--- config.mk ---
export PLATFORM = sky130hd
export DESIGN_NAME = arr_seq_flat
export DESIGN_NICKNAME = d
export VERILOG_FILES = /design/src/rtl/arr_pkg.sv /design/src/rtl/arr_seq_if.sv /design/src/rtl/skew_line.sv /design/src/rtl/arr_seq.sv /design/src/flat_wrapper.sv
export SDC_FILE = /design/constraint.sdc
export NUM_CORES = 1
export LEC_CHECK = 0
export CAP_MARGIN = 20
export CORE_UTILIZATION = 57
export CTS_CLUSTER_SIZE = 12
export DETAILED_ROUTE_END_ITERATION = 8
export PLACE_DENSITY_LB_ADDON = 0.3
export SLEW_MARGIN = 40
export SYNTH_ARGS = -nofsm -noshare
export SYNTH_HDL_FRONTEND = slang
export SYNTH_SLANG_ARGS = --single-unit
--- constraint.sdc ---
create_clock -name clk -period 4 [get_ports clk]
set_input_delay 0.8 -clock clk [delete_from_list [all_inputs] [get_ports clk]]
set_output_delay 0.8 -clock clk [all_outputs]
set_load 0.01 [all_outputs]
--- src/rtl/arr_pkg.sv ---
// Shared state encoding and default array geometry for the systolic-array
// operand sequencer.
package arr_pkg;
  localparam int DEF_ROWS    = 8;
  localparam int DEF_COLS    = 8;
  localparam int DEF_INWIDTH = 8;

  typedef enum logic [2:0] {
    IDLE,
    CLEAR,
    LOAD,
    FLUSH,
    DRAIN,
    DONE
  } state_t;
endpackage

--- src/rtl/arr_seq_if.sv ---
// Operand/array/status bundle between the sequencer (slave) and whatever
// drives jobs and supplies operands (master).
interface arr_seq_if import arr_pkg::*; #(
  parameter int ROWS    = DEF_ROWS,
  parameter int COLS    = DEF_COLS,
  parameter int INWIDTH = DEF_INWIDTH,
  parameter int KW      = 16
);
  logic                     start;
  logic [KW-1:0]            k_len;
  logic                     op_valid;
  logic [COLS*INWIDTH-1:0]  w_vec;
  logic [ROWS*INWIDTH-1:0]  a_vec;
  logic                     op_rd;
  logic [COLS*INWIDTH-1:0]  arr_w;
  logic [ROWS*INWIDTH-1:0]  arr_a;
  logic                     arr_fire;
  logic                     arr_clr;
  logic                     last_valid;
  logic                     busy;
  logic                     done;
  logic                     err;

  modport master (
    output start, k_len, op_valid, w_vec, a_vec, last_valid,
    input  op_rd, arr_w, arr_a, arr_fire, arr_clr, busy, done, err
  );

  modport slave (
    input  start, k_len, op_valid, w_vec, a_vec, last_valid,
    output op_rd, arr_w, arr_a, arr_fire, arr_clr, busy, done, err
  );
endinterface

--- src/rtl/skew_line.sv ---
// Per-lane delay line: DEPTH+1 registers, so DEPTH=0 is a single register.
module skew_line #(
  parameter int DEPTH = 0,
  parameter int WIDTH = 8
) (
  input  logic             clk,
  input  logic             rst,
  input  logic [WIDTH-1:0] i_d,
  output logic [WIDTH-1:0] o_q
);
  logic [WIDTH-1:0] r_sr [DEPTH+1];

  always_ff @(posedge clk) begin
    if (rst) begin
      for (int k = 0; k <= DEPTH; k++) r_sr[k] <= '0;
    end else begin
      r_sr[0] <= i_d;
      for (int k = 1; k <= DEPTH; k++) r_sr[k] <= r_sr[k-1];
    end
  end

  assign o_q = r_sr[DEPTH];
endmodule

--- src/rtl/arr_seq.sv ---
// Job sequencer for a ROWSxCOLS systolic array: clears accumulators, streams
// k_len operand beats through diagonal skew lines, flushes, then waits for the
// bottom-right PE result with a timeout.
module arr_seq import arr_pkg::*; #(
  parameter int ROWS    = DEF_ROWS,
  parameter int COLS    = DEF_COLS,
  parameter int INWIDTH = DEF_INWIDTH,
  parameter int KW      = 16,
  parameter int TMO     = 64
) (
  input  logic     clk,
  input  logic     rst,
  arr_seq_if.slave bus
);
  localparam int TW         = $clog2(TMO + ROWS + COLS + 1);
  localparam int FLUSH_LAST = (ROWS + COLS > 2) ? ROWS + COLS - 3 : 0;

  state_t                  r_state, w_next;
  logic [KW-1:0]           r_klen, r_cnt;
  logic [KW-1:0]           w_cnt_nxt;
  logic [TW-1:0]           r_tmr;
  logic                    r_err, r_fire;
  logic                    w_op_rd, w_accept, w_clr, w_busy, w_done, w_tmo;
  logic [COLS*INWIDTH-1:0] w_w_in, w_w_skew;
  logic [ROWS*INWIDTH-1:0] w_a_in, w_a_skew;

  assign w_accept  = w_op_rd && bus.op_valid;
  assign w_cnt_nxt = r_cnt + 1'b1;
  assign w_tmo     = (r_tmr == TW'(TMO - 1));

  always_ff @(posedge clk) begin
    if (rst) r_state <= IDLE;
    else     r_state <= w_next;
  end

  always_comb begin
    w_next  = r_state;
    w_op_rd = 1'b0;
    w_clr   = 1'b0;
    w_busy  = 1'b1;
    w_done  = 1'b0;
    unique case (r_state)
      IDLE: begin
        w_busy = 1'b0;
        if (bus.start) w_next = CLEAR;
      end
      CLEAR: begin
        w_clr  = 1'b1;
        w_next = (r_klen == '0) ? DONE : LOAD;
      end
      LOAD: begin
        // r_cnt never passes r_klen, so a full-range k_len cannot wrap
        w_op_rd = (r_cnt != r_klen);
        if (w_op_rd && bus.op_valid && (w_cnt_nxt == r_klen)) w_next = FLUSH;
      end
      FLUSH: if (r_tmr == TW'(FLUSH_LAST)) w_next = DRAIN;
      DRAIN: if (bus.last_valid || w_tmo) w_next = DONE;
      DONE: begin
        w_done = 1'b1;
        w_next = IDLE;
      end
      default: w_next = IDLE;
    endcase
  end

  always_ff @(posedge clk) begin
    if (rst) begin
      r_klen <= '0;
      r_cnt  <= '0;
      r_tmr  <= '0;
      r_err  <= 1'b0;
      r_fire <= 1'b0;
    end else begin
      r_fire <= w_accept && (r_cnt == '0);
      if (r_state == IDLE && bus.start) begin
        r_klen <= bus.k_len;
        r_cnt  <= '0;
        r_err  <= 1'b0;
      end else if (w_accept) begin
        r_cnt <= w_cnt_nxt;
      end
      if (w_next != r_state) r_tmr <= '0;
      else if (r_state == FLUSH || r_state == DRAIN) r_tmr <= r_tmr + 1'b1;
      if (r_state == DRAIN && !bus.last_valid && w_tmo) r_err <= 1'b1;
    end
  end

  // Non-accepted cycles feed zeros on every lane at once, keeping w/a aligned
  assign w_w_in = w_accept ? bus.w_vec : '0;
  assign w_a_in = w_accept ? bus.a_vec : '0;

  for (genvar j = 0; j < COLS; j++) begin : g_col
    skew_line #(.DEPTH(j), .WIDTH(INWIDTH)) u_skew (
      .clk (clk),
      .rst (rst),
      .i_d (w_w_in[j*INWIDTH +: INWIDTH]),
      .o_q (w_w_skew[j*INWIDTH +: INWIDTH])
    );
  end

  for (genvar i = 0; i < ROWS; i++) begin : g_row
    skew_line #(.DEPTH(i), .WIDTH(INWIDTH)) u_skew (
      .clk (clk),
      .rst (rst),
      .i_d (w_a_in[i*INWIDTH +: INWIDTH]),
      .o_q (w_a_skew[i*INWIDTH +: INWIDTH])
    );
  end

  assign bus.op_rd    = w_op_rd;
  assign bus.arr_clr  = w_clr;
  assign bus.busy     = w_busy;
  assign bus.done     = w_done;
  assign bus.err      = r_err;
  assign bus.arr_fire = r_fire;
  assign bus.arr_w    = (r_state == IDLE) ? '0 : w_w_skew;
  assign bus.arr_a    = (r_state == IDLE) ? '0 : w_a_skew;
endmodule

--- src/flat_wrapper.sv ---
// flat-port wrapper written by rule: the top's interface ports become plain ports
module arr_seq_flat import arr_pkg::*;
#(
  parameter int ROWS    = DEF_ROWS,
  parameter int COLS    = DEF_COLS,
  parameter int INWIDTH = DEF_INWIDTH,
  parameter int KW      = 16,
  parameter int TMO     = 64
)
  (clk, rst, bus_start, bus_k_len, bus_op_valid, bus_w_vec, bus_a_vec, bus_last_valid, bus_op_rd, bus_arr_w, bus_arr_a, bus_arr_fire, bus_arr_clr, bus_busy, bus_done, bus_err);
  arr_seq_if #(.ROWS(ROWS), .COLS(COLS), .INWIDTH(INWIDTH), .KW(KW)) bus_i ();
  input  logic clk;
  input  logic rst;
  input wire logic [$bits(bus_i.start)-1:0] bus_start;
  input wire logic [$bits(bus_i.k_len)-1:0] bus_k_len;
  input wire logic [$bits(bus_i.op_valid)-1:0] bus_op_valid;
  input wire logic [$bits(bus_i.w_vec)-1:0] bus_w_vec;
  input wire logic [$bits(bus_i.a_vec)-1:0] bus_a_vec;
  input wire logic [$bits(bus_i.last_valid)-1:0] bus_last_valid;
  output wire logic [$bits(bus_i.op_rd)-1:0] bus_op_rd;
  output wire logic [$bits(bus_i.arr_w)-1:0] bus_arr_w;
  output wire logic [$bits(bus_i.arr_a)-1:0] bus_arr_a;
  output wire logic [$bits(bus_i.arr_fire)-1:0] bus_arr_fire;
  output wire logic [$bits(bus_i.arr_clr)-1:0] bus_arr_clr;
  output wire logic [$bits(bus_i.busy)-1:0] bus_busy;
  output wire logic [$bits(bus_i.done)-1:0] bus_done;
  output wire logic [$bits(bus_i.err)-1:0] bus_err;
  assign bus_i.start = bus_start;
  assign bus_i.k_len = bus_k_len;
  assign bus_i.op_valid = bus_op_valid;
  assign bus_i.w_vec = bus_w_vec;
  assign bus_i.a_vec = bus_a_vec;
  assign bus_i.last_valid = bus_last_valid;
  assign bus_op_rd = bus_i.op_rd;
  assign bus_arr_w = bus_i.arr_w;
  assign bus_arr_a = bus_i.arr_a;
  assign bus_arr_fire = bus_i.arr_fire;
  assign bus_arr_clr = bus_i.arr_clr;
  assign bus_busy = bus_i.busy;
  assign bus_done = bus_i.done;
  assign bus_err = bus_i.err;
  arr_seq #(.ROWS(ROWS), .COLS(COLS), .INWIDTH(INWIDTH), .KW(KW), .TMO(TMO)) u_core (.clk(clk), .rst(rst), .bus(bus_i));
endmodule
# [After elaboration in Yosys (flattened, before gate mapping)]
# Memory sizes are Yosys's and may differ from the RTL's.
# Index checks and enable logic that the tools add are counted.
[op_classes] n_addsub=2 n_eq_ne=10 muxes=93 n_bitwise=70 n_reduce_logical=18
[ops] operator="8-bit two-way mux" count=72
[ops] operator="64-bit two-way mux" count=4
[ops] operator="1-bit OR" count=70
[ops] operator="16-bit zero test" count=2
[ops] operator="16-bit by 1-bit adder with 16-bit output (second input constant)" count=1
[ops] operator="16-bit == test" count=1
[ops] operator="16-bit inequality test" count=1
[ops] operator="8-bit OR reduction" count=2
[ops] operator="3-bit two-way mux" count=5
[ops] operator="3-bit case mux with 5 select lines" count=1
[ops] operator="1-bit two-way mux" count=11
[ops] operator="7-bit by 1-bit adder with 7-bit output (second input constant)" count=1
[ops] operator="7-bit by 4-bit == test with 1-bit output (second input constant)" count=1
[ops] operator="7-bit by 6-bit == test with 1-bit output (second input constant)" count=1
[ops] operator="1-bit logical AND" count=7
[ops] operator="3-bit by 2-bit == test with 1-bit output (second input constant)" count=2
[ops] operator="3-bit == test (second input constant)" count=2
[ops] operator="2-bit OR reduction" count=2
[ops] operator="3-bit by 1-bit == test with 1-bit output (second input constant)" count=1
[ops] operator="3-bit zero test" count=1
[ops] operator="3-bit inequality test" count=1
[ops] operator="1-bit logical OR" count=2
[ops] operator="2-bit nonzero test" count=1
[ops] operator="1-bit zero test" count=1
[word_totals] regBits=44 ramBits=576 inputBits=149 output_inout_bits=134 wordCells=215 n_memories=16
[mem_list] name="u_core.g_col[7].u_skew.r_sr" words=8 word_bits=8 read_ports=8 rd_ports_with_merged_regs=0 write_ports=8 line_no="skew_line.sv:11" rtl="logic [WIDTH-1:0] r_sr [DEPTH+1];"
[mem_list] name="u_core.g_row[7].u_skew.r_sr" words=8 word_bits=8 read_ports=8 rd_ports_with_merged_regs=0 write_ports=8 line_no="skew_line.sv:11"
[mem_list] name="u_core.g_col[6].u_skew.r_sr" words=7 word_bits=8 read_ports=7 rd_ports_with_merged_regs=0 write_ports=7 line_no="skew_line.sv:11"
[mem_list] name="u_core.g_row[6].u_skew.r_sr" words=7 word_bits=8 read_ports=7 rd_ports_with_merged_regs=0 write_ports=7 line_no="skew_line.sv:11"
[mem_list] name="u_core.g_col[5].u_skew.r_sr" words=6 word_bits=8 read_ports=6 rd_ports_with_merged_regs=0 write_ports=6 line_no="skew_line.sv:11"
[mem_list] name="u_core.g_row[5].u_skew.r_sr" words=6 word_bits=8 read_ports=6 rd_ports_with_merged_regs=0 write_ports=6 line_no="skew_line.sv:11"
[mem_list] name="+10 memories"

# [Longest topological paths before layout]
# Gate-level depths: netlist of the first run.
[logic_depth] depth_word=7 depth_mapped=10

# [Modules after synthesis]
# From an unflattened synthesis of the first run, not the netlist that was laid out.
[unflattened] cells_unflattened=1910 hier_area_um2=21368.0
[modules_own_cells] mod="arr_seq" n_inst=1 cells_each=622 area_per_inst_um2=4326.6
[modules_own_cells] mod="skew_line (u_core.g_col[7].u_skew ...)" n_inst=2 cells_each=135 area_per_inst_um2=1918.1
[modules_own_cells] mod="skew_line (u_core.g_col[6].u_skew ...)" n_inst=2 cells_each=126 area_per_inst_um2=1670.4
[modules_own_cells] mod="skew_line (u_core.g_col[5].u_skew ...)" n_inst=2 cells_each=109 area_per_inst_um2=1365.1
[modules_own_cells] mod="skew_line (u_core.g_col[4].u_skew ...)" n_inst=2 cells_each=92 area_per_inst_um2=1216.2
[modules_own_cells] mod="skew_line (u_core.g_col[3].u_skew ...)" n_inst=2 cells_each=67 area_per_inst_um2=863.3
[modules_own_cells] mod="skew_line (u_core.g_col[2].u_skew ...)" n_inst=2 cells_each=58 area_per_inst_um2=753.2
[modules_own_cells] mod="skew_line (u_core.g_col[1].u_skew ...)" n_inst=2 cells_each=41 area_per_inst_um2=524.3
[modules_own_cells] mod="skew_line (u_core.g_col[0].u_skew ...)" n_inst=2 cells_each=16 area_per_inst_um2=210.2

# [Worst setup path after synthesis of the first run]
# OpenSTA, ideal clock, no wires.
[synth_path] path_type="register to output" start="register u_core.r_cnt[0]" end="output bus_op_rd" arrival_time_ps=1474 slack_ps=1726 path_stages_with_launch=6 path_buffers=1 path_cell_list="dfxtp_1 -> buf_2 -> xnor2_1 -> nand2_1 -> or4_1 -> o211a_1"
[synth_between] elab_chain_len=2
[synth_rtl] item="from (decl)" line_no="arr_seq.sv:19" rtl="logic [KW-1:0] r_klen, r_cnt;"
[synth_rtl] item="from (signal assigned)" line_no="arr_seq.sv:80" rtl="r_cnt <= w_cnt_nxt;"
[synth_rtl] item="16-bit inequality test" line_no="arr_seq.sv:53" rtl="w_op_rd = (r_cnt != r_klen);"
[synth_rtl] item="1-bit two-way mux" line_no="arr_seq.sv:42" rtl="unique case (r_state)"
[synth_rtl] item="to (decl)" line_no="flat_wrapper.sv:20" rtl="output wire logic [$bits(bus_i.op_rd)-1:0] bus_op_rd;"
# Every way passes these cells.

# [Final worst setup path of the first run]
[layout_path] start="register u_core.r_cnt[3]" end="output bus_op_rd"
# Same word-level chain as after synthesis.

==> results of run 1 <==
[per-layer routing]
metal / track usage (%) / up-vias
li1: - / 5661
met1: 22.3 / 4906
met2: 32.4 / 278
met3: 5.45 / 64
met4: 5.80 / 4
met5: 0 / -
[how the worst max path moves through the flow]
stage | from | endpoint | depth (start not counted)
finish | u_core.r_cnt[3]$_SDFFE_PP0P_ | bus_op_rd | 5
global route | u_core.r_state[1]$_SDFF_PP0_ | bus_arr_a[63] | 5
CTS | u_core.r_cnt[3]$_SDFFE_PP0P_ | bus_op_rd | 5
detailed placement | bus_op_valid | u_core.g_col[7].u_skew.r_sr[0][0]$_SDFF_PP0_ | 6
global placement | bus_op_valid | u_core.g_col[5].u_skew.r_sr[0][6]$_SDFF_PP0_ | 6
floorplan | u_core.r_cnt[0]$_SDFFE_PP0P_ | bus_op_rd | 5
[synthesized netlist by cell type, types with 2 or more instances]
cell / instances / area share, %
nor4_1: 14 / 0.46
ha_1: 4 / 0.26
nor3b_1: 3 / 0.12
clkbuf_1: 83 / 1.6
nor2b_1: 452 / 15
nand3_1: 10 / 0.26
nand2_1: 47 / 0.93
nand4_1: 9 / 0.30
or3_1: 5 / 0.17
and2_1: 257 / 8.5
mux2i_1: 3 / 0.16
nor2_1: 39 / 0.77
nand2b_1: 5 / 0.17
dfxtp_1: 620 / 66
buf_1: 2 / 0.040
a211oi_1: 2 / 0.079
xnor2_1: 30 / 1.4
inv_1: 8 / 0.16
buf_6: 5 / 0.30
a31oi_1: 3 / 0.099
buf_2: 8 / 0.21
o211ai_1: 2 / 0.079
a21oi_1: 22 / 0.58
xnor2_2: 2 / 0.17
xor2_1: 13 / 0.60
nor3_1: 7 / 0.19
o21ai_0: 6 / 0.16
clkbuf_8: 2 / 0.15
[state kept, by name, indices dropped and copies added, names as in the netlist]
signal,flops
u_core.g_row.u_skew.r_sr,288
u_core.r_tmr,7
u_core.r_state,3
u_core.r_cnt,16
u_core.g_col.u_skew.r_sr,288
u_core.r_klen,16
u_core.bus.err,1
u_core.bus.arr_fire,1
[cells by family after synthesis]
family | Yosys count | synth area share (%)
AO/OA/AOI/OAI | 47 | 1.78
XOR/XNOR | 45 | 2.16
adder cells (fa/ha/maj) | 4 | 0.265
buffers and inverters | 108 | 2.50
flip-flops | 620 | 65.6
multiplexers | 4 | 0.218
AND/OR/NAND/NOR | 860 | 27.4
[power groups by stage]
stage | Sequential [mW] | Combinational (mW) | Clock (mW)
4_1_cts | 6.30 | 0.593 | 4.93
3_5_place_dp | 6.43 | 0.590 | 0
3_3_place_gp | 6.43 | 0.578 | 0
2_1_floorplan | 6.41 | 0.336 | 0
5_1_grt | 6.30 | 0.644 | 5.18
6_report | 6.30 | 0.580 | 4.79
[critical path, delay by kind of cell, from the launching register on]
family	cells	cell delay, ns
AO/OA/AOI/OAI	1	0.27
XOR/XNOR	1	0.18
buffers and inverters	1	0.49
flip-flops	1	0.50
AND/OR/NAND/NOR	2	0.64
[area by class of cell]
class,instances,share of cell area (%)
Sequential cell,620,52.6
Multi-Input combinational cell,960,25.6
Timing Repair Buffer,289,12.5
Clock buffer,70,6.48
Tap cell,442,2.34
Clock inverter,5,0.318
Inverter,8,0.133
Antenna cell,1,0.0106
[metrics by stage]
stage	util, %	cell area [um2]	cells
detailed placement	67.4	22000	2319
finish	72.3	23600	2395
global route	72.3	23600	2394
global placement	67.3	22000	2318
CTS	72.3	23600	2394
floorplan	-	18900	1688
==> metrics.csv, run 1 <==
metric,value,unit
internal-power,9.24,mW
rr_worst_depth,8,
required,3.20,ns
ctsResizeCount,0,
crit_chain,xnor2_2 > nand2_1 > or4_1 > o211a_1 > clkdlybuf4s50_1,
power_density,495,nW/um2
dieArea,33900,um2
hold-worst-slack,0.428,ns
crit_path_max_incr_delay,0.56,ns
r2r_slack,1.21,ns
grt_pass1_wl,50.7,mm
synth_flop_cell,dfxtp_1,
switchingPower,2.43,mW
viasPerCell,4.56,
grt_use_total,18.7,%
crit_fanout,7,
start_util,58.0,%
finalHoldViolations,0,
yosysUniqueCellTypes,53,
hold_buffers,0,
worstMarginPinSlew,0.697,ns
insertion_delay,0.57,ns
mostFrequentLayoutCell,dfxtp_1,
antenna_found_initial,3,
hold_class,flip-flop to flip-flop,
overflow,0,
drt-total-wl,31.8,mm
power_frac_comb,5.0,%
period_needed,3.44,ns
final_cell_mix,"620 x dfxtp_1, 452 x nor2b_1, 281 x clkdlybuf4s50_1",
syn_area_per_cell,11.2,um2
top_layer_used,met5,
firstDrtPassIters,5,
rr_endpoint,u_core.r_tmr[5]$_SDFFE_PP0P_,
cts_setup_buffers,0,
startpoint_type,flip-flop,
status,"finished, final reports clean",
slew_violations,0,
slew_headroom,53.5,%
ctsHtreeMaxLevel,2,
rsz0062_at_grt,false,
seq_area_frac_synth,65.6,%
post-place-ws,1.10,ns
worstReg2RegStart,u_core.r_cnt[1]$_SDFFE_PP0P_,
fin_ws,0.564,ns
dpl.hpwl,19.8,mm
clock_skew,0.00710,ns
gp_congestion,0.863,
dr_wl_met3,2.36,mm
sw_frac_of_total,20.8,%
seqPwrFrac,54.0,%
synth_cells,1688,
hold_end,u_core.g_row[5].u_skew.r_sr[5][7]$_SDFF_PP0_,
rows,66,
grt_pass1_vias,10300,
root_buffer,clkbuf_16,
setup_viol,0,
ir_drop,0.358,mV
regArea,12400,um2
wl_met2,15.1,mm
io_buffers,282,
finalPower,11.7,mW
io_pins,283,
cap_viol_max_count,0,
numCtsBuffers,59,
avgRoutedWirePerCell,13.3,um
drive_above_1_share,4.56,%
hp-start,u_core.g_row[5].u_skew.r_sr[4][7]$_SDFF_PP0_,
dieHeight,184,um
multiInputGateArea,6030,um2
fin_setup_tns,0,ns
vias,10900,
p_leak,9.14,nW
fin_nets,2091,
syn_nets,1841,
drtIter0Drc,467,
grt_start_max_net_pins,164,
coreArea,32600,um2
area_growth,24.7,%
fmax,291,MHz
arrival,2.64,ns
clk_path_buf_depth,3,
slowest_stage,or4_1,
synth-seq-cells,620,
drc,0,
whs_path_depth,1,
power_frac_clock,41.1,%
die_w,184,um
n_fill_cell,2226,
clock-sinks,620,
synth-edff-count,0,
met1_length,13.6,mm
cts_tree,yes,
drtAntennaViolNets,0,
cts.clk_slew.worst_paths,0.06,ns
timing.final.crit_share,85.9,%
critical_path.endpoint_type,output pin,
yosys_warnings,0,
async_flop_share,0,%
path_class,flip-flop to output pin,
synth.cell_area,18900,um2
Power figures use the tool's default switching activity.
==> run 2, diff against run 1 <==
--- a/config.mk
+++ b/config.mk
@@ -10,6 +10,7 @@
 export CTS_CLUSTER_SIZE = 12
 export DETAILED_ROUTE_END_ITERATION = 8
 export PLACE_DENSITY_LB_ADDON = 0.3
+export REMOVE_ABC_BUFFERS = 1
 export SLEW_MARGIN = 40
 export SYNTH_ARGS = -nofsm -noshare
 export SYNTH_HDL_FRONTEND = slang
==> run 2 against run 1 <==
Against the previous run: fmax shrank 9.6%; register-to-register slack gained 0.04 ns; global-route usage grew 0.092 points; sequential share of layout area shrank 0.10 points; wire length shrank 0.57%; critical path type unchanged; power grew 0.10%; clock skew grew 0.021 ns; sequential power is essentially flat; worst setup slack lost 0.37 ns; sequential cell count is the same; first-iteration DRC count shrank 0.43%; cell count grew 0.29%.
==> metrics.csv, run 2 (synthesis gave the netlist of run 1 again) <==
metric,value,unit
hold_buffers,0,
startpoint_type,flip-flop,
path_class,flip-flop to output pin,
drive_above_1_share,4.75,%
met1_length,13.3,mm
top_layer_used,met5,
io_buffers,282,
slew_headroom,52.1,%
timing.final.crit_share,95.1,%
worstMarginPinSlew,0.719,ns
vias,10900,
grt_pass1_vias,10700,
grt_use_total,18.8,%
cts_setup_buffers,0,
fmax,263,MHz
dieHeight,184,um
finalPower,11.7,mW
dieArea,33900,um2
p_leak,9.15,nW
clk_path_buf_depth,3,
top_regs,"u_core.g_col.u_skew.r_sr: 288 flops, u_core.g_row.u_skew.r_sr: 288 flops",
firstDrtPassIters,5,
dpl.hpwl,20.1,mm
root_buffer,clkbuf_16,
critical_path.endpoint_type,output pin,
drc,0,
fin_nets,2093,
clock-sinks,620,
wl_met2,15.9,mm
hold-worst-slack,0.419,ns
cts_tree,yes,
drtAntennaViolNets,0,
drtIter0Drc,465,
cts.clk_slew.worst_paths,0.06,ns
antenna_found_initial,3,
required,3.20,ns
finalHoldViolations,0,
overflow,0,
rows,66,
final_cell_mix,"620 x dfxtp_1, 452 x nor2b_1, 281 x clkdlybuf4s50_1",
finalNonFillerCells,2402,
start_util,58.0,%
fin_setup_tns,0,ns
io_pins,283,
gp_congestion,0.844,
hold_class,flip-flop to flip-flop,
insertion_delay,0.59,ns
post-place-ws,0.590,ns
mostFrequentLayoutCell,dfxtp_1,
arrival,3.00,ns
ctsHtreeMaxLevel,2,
post_dp_cell_area,22000,um2
design_area,23600,um2
grt_pass1_wl,51.1,mm
period_needed,3.80,ns
fin_ws,0.198,ns
status,"finished, final reports clean",
ir_drop,0.438,mV
final_util,72.4,%
power_density,494,nW/um2
slew_violations,0,
clock_skew,0.0279,ns
viasPerCell,4.55,
cap_viol_max_count,0,
dp.cells,2321,
coreArea,32600,um2
die_w,184,um
grt_start_max_net_pins,187,
avgRoutedWirePerCell,13.1,um
drt-total-wl,31.6,mm
dr_wl_met3,1.77,mm
numCtsBuffers,59,
crit_fanout,44,
setup_viol,0,
area_growth,25.0,%
rsz0062_at_grt,false,
run 2: layout make-up:
type / instances / area [um2]
sequential: 620 / 12400
inverter: 8 / 35.0
clock buffer: 73 / 1560
tap: 442 / 553
clock inverter: 5 / 65.1
fill: 2281 / 8990
multi-input combinational: 960 / 6030
antenna: 3 / 7.51
timing repair buffer: 291 / 2970
run 2: routing by layer:
metal	GRT usage (%)	vias up
met5	0	-
met4	5.40	2
met3	4.29	59
met2	33.9	241
met1	22.2	4973
li1	-	5665
run 2: where the power goes:
part	leakage, nW	switching [mW]	internal (mW)
registers	5.00	0.0465	6.25
logic	3.36	0.317	0.266
clock network	0.790	2.09	2.71
run 2: timing repair:
action	CTS	global route
endpoints found under the setup margin	26	0
hold endpoints to repair	0	0
resized for setup	1	0
run 2: path summary, 6_finish.rpt:
path	start	end	slack, ns	depth (start not counted)
max	u_core.r_state[1]$_SDFF_PP0_	bus_arr_a[26]	0.20	5
min	u_core.g_col[3].u_skew.r_sr[1][1]$_SDFF_PP0_	u_core.g_col[3].u_skew.r_sr[2][1]$_SDFF_PP0_	0.42	1
max reg2reg	u_core.r_cnt[1]$_SDFFE_PP0P_	u_core.r_tmr[4]$_SDFFE_PP0P_	1.25	8
min reg2reg	u_core.g_col[3].u_skew.r_sr[1][1]$_SDFF_PP0_	u_core.g_col[3].u_skew.r_sr[2][1]$_SDFF_PP0_	0.42	1
run 2: worst max-delay path, cell delays in order (launching register included):
cell	delay, ns
dfxtp_1	0.44
nor3_1	0.51
clkinv_4	0.41
buf_4	0.36
and2_1	0.19
clkdlybuf4s50_1	0.49
